### src/rtl/detector_paso.sv
`default_nettype none
// ============================================================================
// Module      : detector_paso
// Description : Vehicle passage detector for a two-beam parking gate.
//               Both beams are synchronized and debounced, then an FSM
//               follows the beam pattern to tell a vehicle entering from
//               one leaving, issuing a one-cycle pulse per completed pass.
//               Illegal patterns and stalls (dwell timeout) pulse error and
//               park the FSM in ESPERA until both beams are clear.
// Revision    : 1.0 - initial release
// ----------------------------------------------------------------------------
// Ports
//   clk      in   1  system clock, rising edge
//   rst      in   1  asynchronous reset, active low
//   sensor_a in   1  outer beam, 1 = blocked, asynchronous
//   sensor_b in   1  inner beam, 1 = blocked, asynchronous
//   entrada  out  1  one-cycle pulse per completed entry
//   salida   out  1  one-cycle pulse per completed exit
//   error    out  1  one-cycle pulse on illegal sequence or timeout
//   estado   out  3  current FSM state (debug)
// ============================================================================
module detector_paso #(
  parameter int DEB_CYCLES = 4,
  parameter int TIMEOUT    = 1000
) (
  input  logic       clk,
  input  logic       rst,
  input  logic       sensor_a,
  input  logic       sensor_b,
  output logic       entrada,
  output logic       salida,
  output logic       error,
  output logic [2:0] estado
);

  typedef enum logic [2:0] {
    REPOSO = 3'd0,
    E1     = 3'd1,
    E2     = 3'd2,
    E3     = 3'd3,
    S1     = 3'd4,
    S2     = 3'd5,
    S3     = 3'd6,
    ESPERA = 3'd7
  } state_t;

  // Counter values at which the next cycle completes the wait.
  localparam logic [7:0]  DEB_LAST   = 8'(DEB_CYCLES - 1);
  localparam logic [15:0] DWELL_LAST = 16'(TIMEOUT - 1);

  // --------------------------------------------------------------------------
  // Two-flop synchronizers
  // --------------------------------------------------------------------------
  logic a_meta_q, a_sync_q, b_meta_q, b_sync_q;

  always_ff @(posedge clk or negedge rst) begin
    if (!rst) begin
      a_meta_q <= 1'b0;
      a_sync_q <= 1'b0;
      b_meta_q <= 1'b0;
      b_sync_q <= 1'b0;
    end else begin
      a_meta_q <= sensor_a;
      a_sync_q <= a_meta_q;
      b_meta_q <= sensor_b;
      b_sync_q <= b_meta_q;
    end
  end

  // --------------------------------------------------------------------------
  // Debouncers: the counter runs only while the synchronized value disagrees
  // with the accepted one, so any disagreement shorter than DEB_CYCLES is lost.
  // --------------------------------------------------------------------------
  logic       deb_a_q, deb_b_q;
  logic [7:0] cnt_a_q, cnt_b_q;

  always_ff @(posedge clk or negedge rst) begin
    if (!rst) begin
      deb_a_q <= 1'b0;
      cnt_a_q <= '0;
    end else if (a_sync_q == deb_a_q) begin
      cnt_a_q <= '0;
    end else if (cnt_a_q == DEB_LAST) begin
      deb_a_q <= a_sync_q;
      cnt_a_q <= '0;
    end else begin
      cnt_a_q <= cnt_a_q + 8'd1;
    end
  end

  always_ff @(posedge clk or negedge rst) begin
    if (!rst) begin
      deb_b_q <= 1'b0;
      cnt_b_q <= '0;
    end else if (b_sync_q == deb_b_q) begin
      cnt_b_q <= '0;
    end else if (cnt_b_q == DEB_LAST) begin
      deb_b_q <= b_sync_q;
      cnt_b_q <= '0;
    end else begin
      cnt_b_q <= cnt_b_q + 8'd1;
    end
  end

  // --------------------------------------------------------------------------
  // Passage FSM
  // --------------------------------------------------------------------------
  state_t      state_q, state_d;
  logic [15:0] dwell_q, dwell_d;
  logic        ent_q, sal_q, err_q;
  logic        ent_d, sal_d, err_d;
  logic        held;
  logic        timed;
  logic [1:0]  p;

  assign p     = {deb_a_q, deb_b_q};
  assign timed = (state_q != REPOSO) && (state_q != ESPERA);

  always_comb begin
    state_d = state_q;
    ent_d   = 1'b0;
    sal_d   = 1'b0;
    err_d   = 1'b0;
    held    = 1'b0;
    case (state_q)
      REPOSO:
        case (p)
          2'b00:   held = 1'b1;
          2'b10:   state_d = E1;
          2'b01:   state_d = S1;
          default: begin state_d = ESPERA; err_d = 1'b1; end
        endcase
      E1:
        case (p)
          2'b10:   held = 1'b1;
          2'b11:   state_d = E2;
          2'b00:   state_d = REPOSO;
          default: begin state_d = ESPERA; err_d = 1'b1; end
        endcase
      E2:
        case (p)
          2'b11:   held = 1'b1;
          2'b01:   state_d = E3;
          2'b10:   state_d = E1;
          default: begin state_d = ESPERA; err_d = 1'b1; end
        endcase
      E3:
        case (p)
          2'b01:   held = 1'b1;
          2'b00:   begin state_d = REPOSO; ent_d = 1'b1; end
          2'b11:   state_d = E2;
          default: begin state_d = ESPERA; err_d = 1'b1; end
        endcase
      S1:
        case (p)
          2'b01:   held = 1'b1;
          2'b11:   state_d = S2;
          2'b00:   state_d = REPOSO;
          default: begin state_d = ESPERA; err_d = 1'b1; end
        endcase
      S2:
        case (p)
          2'b11:   held = 1'b1;
          2'b10:   state_d = S3;
          2'b01:   state_d = S1;
          default: begin state_d = ESPERA; err_d = 1'b1; end
        endcase
      S3:
        case (p)
          2'b10:   held = 1'b1;
          2'b00:   begin state_d = REPOSO; sal_d = 1'b1; end
          2'b11:   state_d = S2;
          default: begin state_d = ESPERA; err_d = 1'b1; end
        endcase
      default: // ESPERA
        if (p == 2'b00) state_d = REPOSO;
    endcase

    // Timeout only fires when the pattern is unchanged; a legal move made in
    // the same cycle wins, and an illegal one already flags error above.
    if (timed && held && (dwell_q == DWELL_LAST)) begin
      state_d = ESPERA;
      err_d   = 1'b1;
    end

    if ((state_d != state_q) || !timed) dwell_d = '0;
    else                                dwell_d = dwell_q + 16'd1;
  end

  always_ff @(posedge clk or negedge rst) begin
    if (!rst) begin
      state_q <= REPOSO;
      dwell_q <= '0;
      ent_q   <= 1'b0;
      sal_q   <= 1'b0;
      err_q   <= 1'b0;
    end else begin
      state_q <= state_d;
      dwell_q <= dwell_d;
      ent_q   <= ent_d;
      sal_q   <= sal_d;
      err_q   <= err_d;
    end
  end

  assign entrada = ent_q;
  assign salida  = sal_q;
  assign error   = err_q;
  assign estado  = state_q;

endmodule
`default_nettype wire

### config.mk
export PLATFORM = sky130hd
export DESIGN_NAME = detector_paso
export DESIGN_NICKNAME = d
export VERILOG_FILES = /design/src/rtl/detector_paso.sv
export SDC_FILE = /design/constraint.sdc
export NUM_CORES = 1
export LEC_CHECK = 0
export BUFFER_PORTS_ARGS = -buffer_cell sky130_fd_sc_hd__buf_2
export CORE_AREA = 2 2 79 81
export CTS_CLUSTER_DIAMETER = 30
export DETAILED_ROUTE_END_ITERATION = 6
export DIE_AREA = 0 0 81 83
export GPL_TIMING_DRIVEN = 0
export HOLD_SLACK_MARGIN = 0.1
export SETUP_SLACK_MARGIN = 0.02
export SLEW_MARGIN = 10
export SYNTH_ARGS = -nofsm -noshare
export SYNTH_HDL_FRONTEND = slang
export SYNTH_SLANG_ARGS = --single-unit
### constraint.sdc
create_clock -name clk -period 6.2 [get_ports clk]
set_input_delay 0.93 -clock clk [delete_from_list [all_inputs] [get_ports clk]]
set_output_delay 0.93 -clock clk [all_outputs]
set_load 0.05 [all_outputs]
# Word-level counts from Yosys, hierarchy flattened
# Index checks and enable logic that the tools add are counted.
[totals]
reg_bits = 44
output_inout_bits = 6
[classes]
add_sub_neg = 3
eq_ne = 16
n_mux = 28
bitwise_logic = 2
n_reduce_logical = 17
[op_table]
columns = ["op", "n"]
rows = [
  ["$pmux 3 s3", 7],
  ["$mux 8", 4],
  ["$pmux 3 s7", 1],
  ["$add 16x1->16 const B", 1],
  ["$add 8x1->8 const B", 2],
  ["$eq 16x10->1 const B", 1],
  ["$eq 8x2->1 const B", 2],
  ["$mux 16", 1],
  ["$reduce_or 3->1", 4],
  ["$mux 1", 11],
  ["$eq 3x3->1 const B", 3],
  ["$pmux 1 s4", 2],
  ["$eq 3x2->1 const B", 2],
  ["$mux 3", 2],
  ["$reduce_or 2->1", 3],
  ["$eq 2x2->1 const B", 2],
  ["$reduce_and 2->1", 2],
  ["$eq 3x1->1 const B", 1],
  ["$logic_and 1x1->1", 3],
  ["$logic_not 3->1", 1],
  ["$ne 3x3->1", 1],
  ["$ne 3x3->1 const B", 1],
  ["$reduce_bool 3->1", 1],
  ["$eq 1x1->1", 2],
  ["other kinds (5)", 6],
]

# Logic depth before layout (Yosys ltp)
# Gate-level depths: netlist (run 1).
[depth]
ltp_word = 9
depth_mapped = 11
mapped_depth_nobuf = 8

# Worst setup path after synthesis (run 1)
# Ideal clock, no wire load.
[synth_path]
path_kind = "reg-to-reg"
from = "reg deb_a_q"
to = "reg dwell_q[14]"
setup_ps = 121
t_arrival_ps = 2428
slack_ps = 3650
path_stages_with_launch = 11
n_path_buf = 2
cell_sequence = "dfrtp_1 > clkbuf_1 > inv_1 > ha_1 > o21ba_2 > a311o_1 > a32o_1 > o2111a_1 > a21oi_4 > buf_6 > nor3_2"
[synth_between]
elab_chain_cells = 9
[synth_lines]
columns = ["item", "line_no", "source"]
rows = [
  ["start: declaration", "74", "logic deb_a_q, deb_b_q;"],
  ["start signal: assignment", "84", "deb_a_q <= a_sync_q;"],
  ["$eq 2x2->1 (tied with other cells)", "--", ""],
  ["$mux 1 (on tied branches)", "--", ""],
  ["$pmux 1 s4", "125", "case (state_q)"],
  ["$logic_and 1x1->1 (2 in series)", "181", "if (timed && held && (dwell_q == DWELL_LAST)) begin"],
  ["$mux 3 *", "181", ""],
  ["$ne 3x3->1 *", "186", "if ((state_d != state_q) || !timed) dwell_d = '0;"],
  ["$logic_or 1x1->1 *", "186", ""],
  ["$mux 16 *", "186", ""],
  ["via dwell_d[14]", "109", "logic [15:0] dwell_q, dwell_d;"],
  ["end signal: assignment", "199", "dwell_q <= dwell_d;"],
  ["end: declaration", "109", ""],
]
# Mark *: on every way through the listed nets, which the timed path passes. The rest lies on a longest branch.
# A chain may end at the register's enable or synchronous reset.

# Worst setup path in the final report (run 1)
[layout_path]
from = "reg deb_a_q"
to = "reg dwell_q[10]"
# The elaborated chain is that of the path after synthesis.

==> results of run 1 <==
logic make-up after synthesis:
group / synth area share, %
AOI/OAI and AO/OA: 10.89
xor gates and xnor gates: 9.570
adders and majority gates: 4.395
buffers and inverters: 3.906
DFF: 42.97
muxes: 2.978
and+or+nand+nor: 25.29
report_power, final:
group	switching [mW]	internal [mW]	leakage (nW)
clock	0.106	0.121	0.0548
combinational	0.503	0.286	0.565
sequential	0.0369	0.330	0.588
stage by stage:
step | area (sq um) | instances
final | 2816 | 345
after global routing | 2816 | 345
after CTS | 2816 | 345
after detailed placement | 2701 | 337
after global placement | 2701 | 337
after floorplan | 2562 | 253
final timing paths:
check	to	slack [ns]	cells past startpoint
worst max-delay path	dwell_q[10]	3.34	10
worst min-delay path	a_sync_q	0.35	0
worst max register to register	dwell_q[10]	3.34	10
worst min register to register	a_sync_q	0.35	0
max in group asynchronous	dwell_q[9]	4.81	1
min in group asynchronous	cnt_a_q[5]	0.78	1
registers in the layout, indices dropped and copies added (netlist names):
name and count:
error 1, cnt_b_q 8, b_sync_q 1, a_sync_q 1, deb_b_q 1, entrada 1, cnt_a_q 8, estado 3
dwell_q 16, a_meta_q 1, salida 1, b_meta_q 1, deb_a_q 1
synth_stat cells (all sizes together):
library cell and number:
a2111oi 1, a211oi 3, a21boi 2, a21o 4, a21oi 6, a221o 1, a221oi 2, a311o 2
a31o 1, a32o 1, a32oi 1, and2 1, and3 9, and4 1, buf 9, clkbuf 3
dfrtp 44, ha 9, inv 8, mux2 3, mux2i 2, mux4 1, nand2 19, nand2b 4
nand3 16, nand3b 2, nand4 4, nor2 21, nor2b 4, nor3 22, nor3b 2, nor4 1
nor4b 3, o2111a 1, o2111ai 1, o211ai 1, o21ai 3, o21ba 1, o22ai 1, o311a 1
o31ai 1, or3b 2, or4b 1, xnor2 8, xor2 20
worst max-delay path: stages (launching register included):
cell	delay, ns
dfrtp_1	0.40
clkbuf_1	0.34
inv_1	0.19
ha_1	0.37
o21ba_2	0.22
a311o_1	0.31
a32o_1	0.25
o2111a_1	0.17
a21oi_4	0.22
buf_6	0.21
nor3_2	0.06
routing by layer:
layer / global-route usage [%] / up-vias / share of wire [%]
met3: 3.261 / 11 / 3.5
met2: 25.17 / 36 / 47
met1: 21.99 / 890 / 47
li1: - / 934 / -
met4: 4.622 / 0 / 2.2
met5: 0 / - / 0
final cells by class:
cell class	count	area share, %
Clock buffer	5	2.443
Inverter	8	1.066
Tap cell	75	3.332
Clock inverter	3	1.644
Buffer	12	2.488
Multi-Input combinational cell	189	48.33
Sequential cell	44	39.09
Timing Repair Buffer	9	1.599
==> results.ini, run 1 <==
[timing]
timing.fmax_ghz = 0.3495
period_share_pct = 46.15
rsz0062_at_grt = false
fin_ws_ns = 3.339
hold_viol = 0
clock_skew_ns = 0.01031
worst_pin_slew_ns = 0.9730
finalSetupTns_ns = 0
maxSlewViolCount = 0
period_needed_ns = 2.861
holdWs_ns = 0.3544
setup_viol = 0
relSlewSlack_pct = 35.13

[floorplanning]
fp-row-count = 28
die_x_um = 81
design.core.area_sq_mm = 0.005816
die_h_um = 83
dieArea_sq_mm = 0.006723
start_util_pct = 44.06
pin_count = 10

[clock_tree]
clk_pin_slew_ns = 0.09
cts_resized = 0
cts_max_level = 2
ctsHoldBuffers = 0
cts_sinks = 44
clockRootBuffer = clkbuf_8
cts_setup_buffers = 0
numCtsBuffers = 5
cts_tree = done
clkLatencyLatePin_ns = 0.30
ctsLongestPathBuffers = 2

[yosys]
synth_area_per_cell_sq_um = 10.13
ys_types = 53
yosys.area.top_type_share_pct = 42.97
ys_warn_count = 0
synth_seq_cells = 44
synth_seq_area_share_pct = 42.97
ys_top_cells_by_area = dfrtp_1, xor2_1, ha_1
syn_nets = 266
syn_area_sq_mm = 0.002562
syn-instance-count = 253
synth_area_leader_cell = dfrtp_1

[detailed_routing]
vias_per_cell = 5.423
vias = 1871
wl_per_cell_um = 14.03
drt-initial-drc-count = 57
postRouteWirelength_um = 4842
drc_errors = 0
firstDrtPassIters = 4
ant_nets = 0

[place]
gp_congestion = 0.8500
dpl.hpwl_um = 3358
dp_slack_ns = 3.342
numPortBuffers = 9

[global_route]
grt_pass1_wl_um = 8556
grt_max_degree = 45
grt_usage_pct = 15.95
gr-total-overflow = 0
antenna_found_initial = 0
grt_pass1_vias = 1836

[final_layout]
final_common_cell = dfrtp_1
regArea_sq_mm = 0.001101
most-common-layout-cells = dfrtp_1, nor2_1, xor2_1
multiInputGateArea_sq_mm = 0.001361
final_util_pct = 48.43
fin_nets = 282
diodes = 0
n_fill_cell = 584
area_growth_syn_to_layout_pct = 9.912
layout-drive-gt1-share_pct = 17.78

[critical_path]
rr_startpoint = deb_a_q
cp_max_fo = 10
crit_type = flop to flop
startpoint = deb_a_q
crit_arrival_ns = 3.05
cp-end-kind = flop
critPathLaunchType = flop
required_ns = 6.39

[power]
p_leak_nw = 1.207
total_power_mw = 1.383
ir_worst_vdd_v = 0.0003238
power_density_mw_per_mm2 = 491.1

[flow_run]
max-cap-violations = 0

[min_path]
hp-class = flop to flop
hold_start = a_meta_q

[run_status]
status = complete, no violations

Power figures use the tool's default switching activity.
==> run 2: changes to the inputs <==
clock period = 2.3 ns   (was 6.2 ns; I/O delays follow)
==> results.ini, run 2 (synthesis results as in run 1) <==
[run_status]
status = finished, violations left
failed_checks = negative setup slack

[clock_tree]
clk_pin_slew_ns = 0.10  ; about the same
cts_tree = done
numCtsBuffers = 5  ; unchanged
clkLatencyLatePin_ns = 0.31  ; about the same
clockRootBuffer = clkbuf_8
cts_sinks = 44  ; unchanged
cts_max_level = 2  ; unchanged
ctsLongestPathBuffers = 2  ; unchanged
ctsHoldBuffers = 0  ; unchanged

[detailed_routing]
drt-initial-drc-count = 105  ; +84%
wl_met3_um = 173  ; +3.0%
wl_met1_um = 2542  ; +12%
wl_met2_um = 2690  ; +17%
vias = 1936  ; +3.5%
ant_nets = 0  ; unchanged
drc_errors = 0  ; unchanged
dr.max_layer_used = met4
wl_per_cell_um = 15.31  ; +9.1%
firstDrtPassIters = 4  ; unchanged
vias_per_cell = 5.348  ; -1.4%
postRouteWirelength_um = 5541  ; +14%

[flow_run]
max-cap-violations = 0  ; unchanged

[timing]
holdWs_ns = 0.1457  ; -0.2087 ns
worst_pin_slew_ns = 0.9867  ; +0.01373 ns
period_share_pct = 101.4  ; +55 points
fin_ws_ns = -0.03332  ; -3.372 ns
hold_viol = 0  ; unchanged
rsz0062_at_grt = true
timing.fmax_ghz = 0.4286  ; +23%
period_needed_ns = 2.333  ; -0.5278 ns
maxSlewViolCount = 0  ; unchanged
relSlewSlack_pct = 34.22  ; -0.92 points
setup_viol = 5  ; +5
clock_skew_ns = 0.01153  ; +0.001222 ns

[floorplanning]
die_x_um = 81  ; unchanged
die_h_um = 83  ; unchanged
start_util_pct = 44.06  ; unchanged
fp-row-count = 28  ; unchanged
design.core.area_sq_mm = 0.005816  ; unchanged
pin_count = 10  ; unchanged
dieArea_sq_mm = 0.006723  ; unchanged

[place]
gp_congestion = 0.8694  ; +2.3%
numPortBuffers = 9  ; unchanged
dpl.hpwl_um = 3323  ; -1.1%

[critical_path]
crit_chain = buf_8, inv_8, ha_4, o21ba_4, a311o_1, a32o_2, o2111a_1, a21oi_4, clkbuf_16, nor3_2
critPathLaunchType = flop
cp_num_buf_inv = 3  ; unchanged
slowest_stage = dfrtp_1
cp_max_fo = 5  ; -5
required_ns = 2.49  ; -3.90 ns
crit_type = flop to flop
crit_arrival_ns = 2.53  ; -0.52 ns
cpPeakStageDelay_ns = 0.42  ; +0.02 ns
cp-end-kind = flop
path_delay_family = compound AO/OA/AOI/OAI gates

[power]
total_power_mw = 4.736  ; +240%
power_density_mw_per_mm2 = 1487  ; +200%
ir_worst_vdd_v = 0.0008812  ; +170%
p_leak_nw = 1.350  ; +12%

[final_layout]
regMostFlops = dwell_q
top_regs = dwell_q (16), cnt_a_q (8), cnt_b_q (8)
most-common-layout-cells = dfrtp_1, nor2_1, xor2_1
layout-drive-gt1-share_pct = 31.71  ; +14 points
multiInputGateArea_sq_mm = 0.001503  ; +10%
n_fill_cell = 539  ; -7.7%
largest_register_ffs = 16  ; unchanged
area_growth_syn_to_layout_pct = 24.32
final_common_cell = dfrtp_1
regArea_sq_mm = 0.001104  ; +0.23%
fin_nets = 299  ; +6.0%
diodes = 0  ; unchanged

[global_route]
grt_usage_pct = 17.61  ; +1.7 points
grt_pass1_wl_um = 9370  ; +9.5%
grt_max_degree = 45  ; unchanged
gr-total-overflow = 0  ; unchanged
grt_pass1_vias = 1978  ; +7.7%
antenna_found_initial = 0  ; unchanged

[min_path]
hp-class = input pin to flop

run 2: power breakdown:
| group | internal, mW | switching (mW) | total, mW |
|---|---|---|---|
| registers | 0.894 | 0.104 | 0.997 |
| clock network | 0.328 | 0.293 | 0.621 |
| logic | 1.42 | 1.69 | 3.12 |
run 2: worst paths after layout:
check	from	to	slack, ns	cells past startpoint
setup reg to reg	deb_a_q	dwell_q[12]	-0.03	10
min in group asynchronous	rst	cnt_a_q[5]	0.19	1
setup / recovery	deb_a_q	dwell_q[12]	-0.03	10
max in group asynchronous	rst	estado[1]	1.45	1
hold reg to reg	a_meta_q	a_sync_q	0.34	0
hold / removal	sensor_b	b_meta_q	0.15	1
run 2: layout make-up:
class,count,area share (%)
Multi-Input combinational cell,189,47.17
Sequential cell,44,34.64
Timing Repair Buffer,27,7.109
Buffer,11,3.260
Tap cell,75,2.946
Clock buffer,5,2.160
Clock inverter,3,1.453
Inverter,8,1.257
run 2: what timing repair did:
item                       4_1_cts  5_1_grt
setup buffers                    9        7
gates cloned                     1        1
gates resized for setup         24       13
setup endpoints to repair       19       19
pin swaps                        6       14
run 2: per-layer routing:
layer	vias to the layer above	GRT usage [%]
li1	961	-
met1	925	23.90
met2	38	27.72
met3	12	2.717
met4	0	7.396
met5	-	0
run 2: stage by stage:
step                      area, sq um  setup slack, ns  instances  setup TNS, ns  utilization, %
final                            3186         -0.03332        362        -0.1393           54.78
after CTS                        3047         0.002527        354              0           52.39
after detailed placement         2745          -0.2517        337         -3.236           47.20
after floorplan                  2606          0.03074        253              0               -
after global placement           2745          -0.2021        337         -2.367           47.20
after global routing             3186          -0.1473        362         -2.059           54.78
run 2: worst reg2reg max path, delay by kind of cell, from the launching register on:
kind            cells  cell delay, ns
buf+inv             3            0.42
flops               1            0.42
fa+ha+maj           1            0.20
simple gates        1            0.04
compound gates      5            1.14
==> run 3: changes to the inputs <==
--- a/config.mk
+++ b/config.mk
@@ -7,10 +7,11 @@
 export LEC_CHECK = 0
 export BUFFER_PORTS_ARGS = -buffer_cell sky130_fd_sc_hd__buf_2
-export CORE_AREA = 2 2 79 81
+export CORE_AREA = 2 2 72 74
 export CTS_CLUSTER_DIAMETER = 30
 export DETAILED_ROUTE_END_ITERATION = 6
-export DIE_AREA = 0 0 81 83
+export DIE_AREA = 0 0 74 76
 export GPL_TIMING_DRIVEN = 0
 export HOLD_SLACK_MARGIN = 0.1
+export PLACE_DENSITY = 0.73
 export SETUP_SLACK_MARGIN = 0.02
 export SLEW_MARGIN = 10
==> constraint.sdc (replaced) <==
create_clock -name clk -period 2.3 [get_ports clk]
set_input_delay 0.345 -clock clk [delete_from_list [all_inputs] [get_ports clk]]
set_output_delay 0.345 -clock clk [all_outputs]
set_load 0.02 [all_outputs]
==> results.ini, run 3 (synthesis results as in run 1) <==
[global_route]
grt_pass1_wl_um = 9749  ; +4.0%
grt_max_degree = 45  ; unchanged
gr-total-overflow = 0  ; unchanged
grt_usage_pct = 22.27  ; +4.7 points
grt_pass1_vias = 2120  ; +7.2%
antenna_found_initial = 0  ; unchanged

[final_layout]
diodes = 0  ; unchanged
largest_register_ffs = 16  ; unchanged
multiInputGateArea_sq_mm = 0.001523  ; +1.3%
area_growth_syn_to_layout_pct = 25.05
regMostFlops = dwell_q
n_fill_cell = 381  ; -29%
final_util_pct = 65.23  ; +10 points
fin_nets = 302  ; +1.0%
top_regs = dwell_q (16), cnt_a_q (8), cnt_b_q (8)
most-common-layout-cells = dfrtp_1, nor2_1, xor2_1
final_common_cell = dfrtp_1
regArea_sq_mm = 0.001102  ; -0.11%
layout-drive-gt1-share_pct = 30.69  ; -1.0 points

[place]
gp_congestion = 0.8968  ; +3.2%
dp_slack_ns = -0.2307  ; +0.02102 ns
numPortBuffers = 9  ; unchanged
dpl.hpwl_um = 3265  ; -1.7%

[floorplanning]
design.core.area_sq_mm = 0.004912  ; -16%
pin_count = 10  ; unchanged
fp-row-count = 26  ; -7.1%
dieArea_sq_mm = 0.005624  ; -16%
start_util_pct = 52.17  ; +8.1 points
die_x_um = 74  ; -8.6%
die_h_um = 76  ; -8.4%

[power]
power_density_mw_per_mm2 = 1443  ; -2.9%
ir_worst_vdd_v = 0.001081  ; +23%
p_leak_nw = 1.397  ; +3.5%
total_power_mw = 4.623  ; -2.4%

[flow_run]
max-cap-violations = 0  ; unchanged

[timing]
relSlewSlack_pct = 35.67  ; +1.4 points
fin_ws_ns = -0.1578  ; -0.1245 ns
worst_pin_slew_ns = 0.9650  ; -0.02172 ns
holdWs_ns = 0.1405  ; -0.005240 ns
setup_viol = 16  ; +11
maxSlewViolCount = 0  ; unchanged
hold_viol = 0  ; unchanged
clock_skew_ns = 0.006249  ; -0.005280 ns
rsz0062_at_grt = true
period_needed_ns = 2.458  ; +0.1245 ns
timing.fmax_ghz = 0.4069  ; -5.1%
period_share_pct = 106.9  ; +5.4 points

[clock_tree]
cts_tree = done
numCtsBuffers = 5  ; unchanged
ctsHoldBuffers = 0  ; unchanged
clkLatencyLatePin_ns = 0.31  ; about the same
clockRootBuffer = clkbuf_8
cts_max_level = 2  ; unchanged
clk_pin_slew_ns = 0.09  ; about the same
ctsLongestPathBuffers = 2  ; unchanged
cts_sinks = 44  ; unchanged

[critical_path]
cp-end-kind = flop
crit_arrival_ns = 2.66  ; +0.13 ns
crit_type = flop to flop
required_ns = 2.50  ; about the same
critPathLaunchType = flop
cp_max_fo = 4  ; -1

[detailed_routing]
vias_per_cell = 5.750  ; +7.5%
firstDrtPassIters = 4  ; unchanged
postRouteWirelength_um = 5747  ; +3.7%
vias = 2070  ; +6.9%
drt-initial-drc-count = 178  ; +70%
wl_per_cell_um = 15.96  ; +4.3%
ant_nets = 0  ; unchanged
drc_errors = 0  ; unchanged

[run_status]
failed_checks = negative setup slack
status = finished, violations left

[min_path]
hp-class = input pin to flop

==> run 3: changes by cell type in the layout (fill, tap and decap cells not counted), sizes merged <==
cell	before	now
clkinv	0	1
inv	9	8
buf	35	38
==> run 3: final timing paths <==
path | from | to | slack (ns) | depth (start not counted)
worst max-delay path | dwell_q[15] | dwell_q[15] | -0.16 | 9
worst min-delay path | sensor_a | a_meta_q | 0.14 | 1
worst max register to register | dwell_q[15] | dwell_q[15] | -0.16 | 9
worst min register to register | a_meta_q | a_sync_q | 0.35 | 0
max in group asynchronous | rst | dwell_q[2] | 1.45 | 1
min in group asynchronous | rst | cnt_a_q[5] | 0.18 | 1
==> run 3: repair_timing <==
| action | 4_1_cts | 5_1_grt |
|---|---|---|
| gates resized for setup | 33 | 15 |
| buffers inserted | 19 | 2 |
| endpoints found under the setup margin | 19 | 16 |
| gates cloned | 2 | 0 |
| pin swaps | 20 | 12 |
==> run 3: worst max-delay path, stage by stage (launching register included) <==
cell and delay, ns:
dfrtp_1 0.40, or4b_4 0.54, nor4_4 0.34, o2111ai_4 0.23
buf_6 0.18, o2111a_1 0.16, a21oi_4 0.21, buf_6 0.14
buf_4 0.12, nor3_1 0.05
==> run 3: area by class of cell <==
cell class	instances	share of cell area, %
clock inverter	3	1.328
inverter	8	1.328
sequential	44	34.40
multi-input combinational	189	47.52
tap	70	2.733
buffer	10	2.499
timing repair buffer	31	8.044
clock buffer	5	2.148
==> run 3: power by group <==
group / internal, mW / switching, mW
Clock: 0.321 / 0.276
Combinational: 1.32 / 1.71
Sequential: 0.890 / 0.100
==> run 3: through the flow <==
step                cell area (sq um)  cells  setup TNS, ns
floorplan                        2594    253              0
global placement                 2726    332         -1.960
detailed placement               2726    332         -2.881
CTS                              3161    360      -0.004962
global route                     3204    360         -2.967
finish                           3204    360         -1.878
==> run 3: routing by layer <==
layer / track usage (%) / vias up / wire length (um)
met5: 0 / - / 0
met4: 8.364 / 0 / 134
met3: 4.101 / 14 / 251
met2: 36.96 / 58 / 2941
met1: 28.42 / 1024 / 2419
li1: - / 974 / -
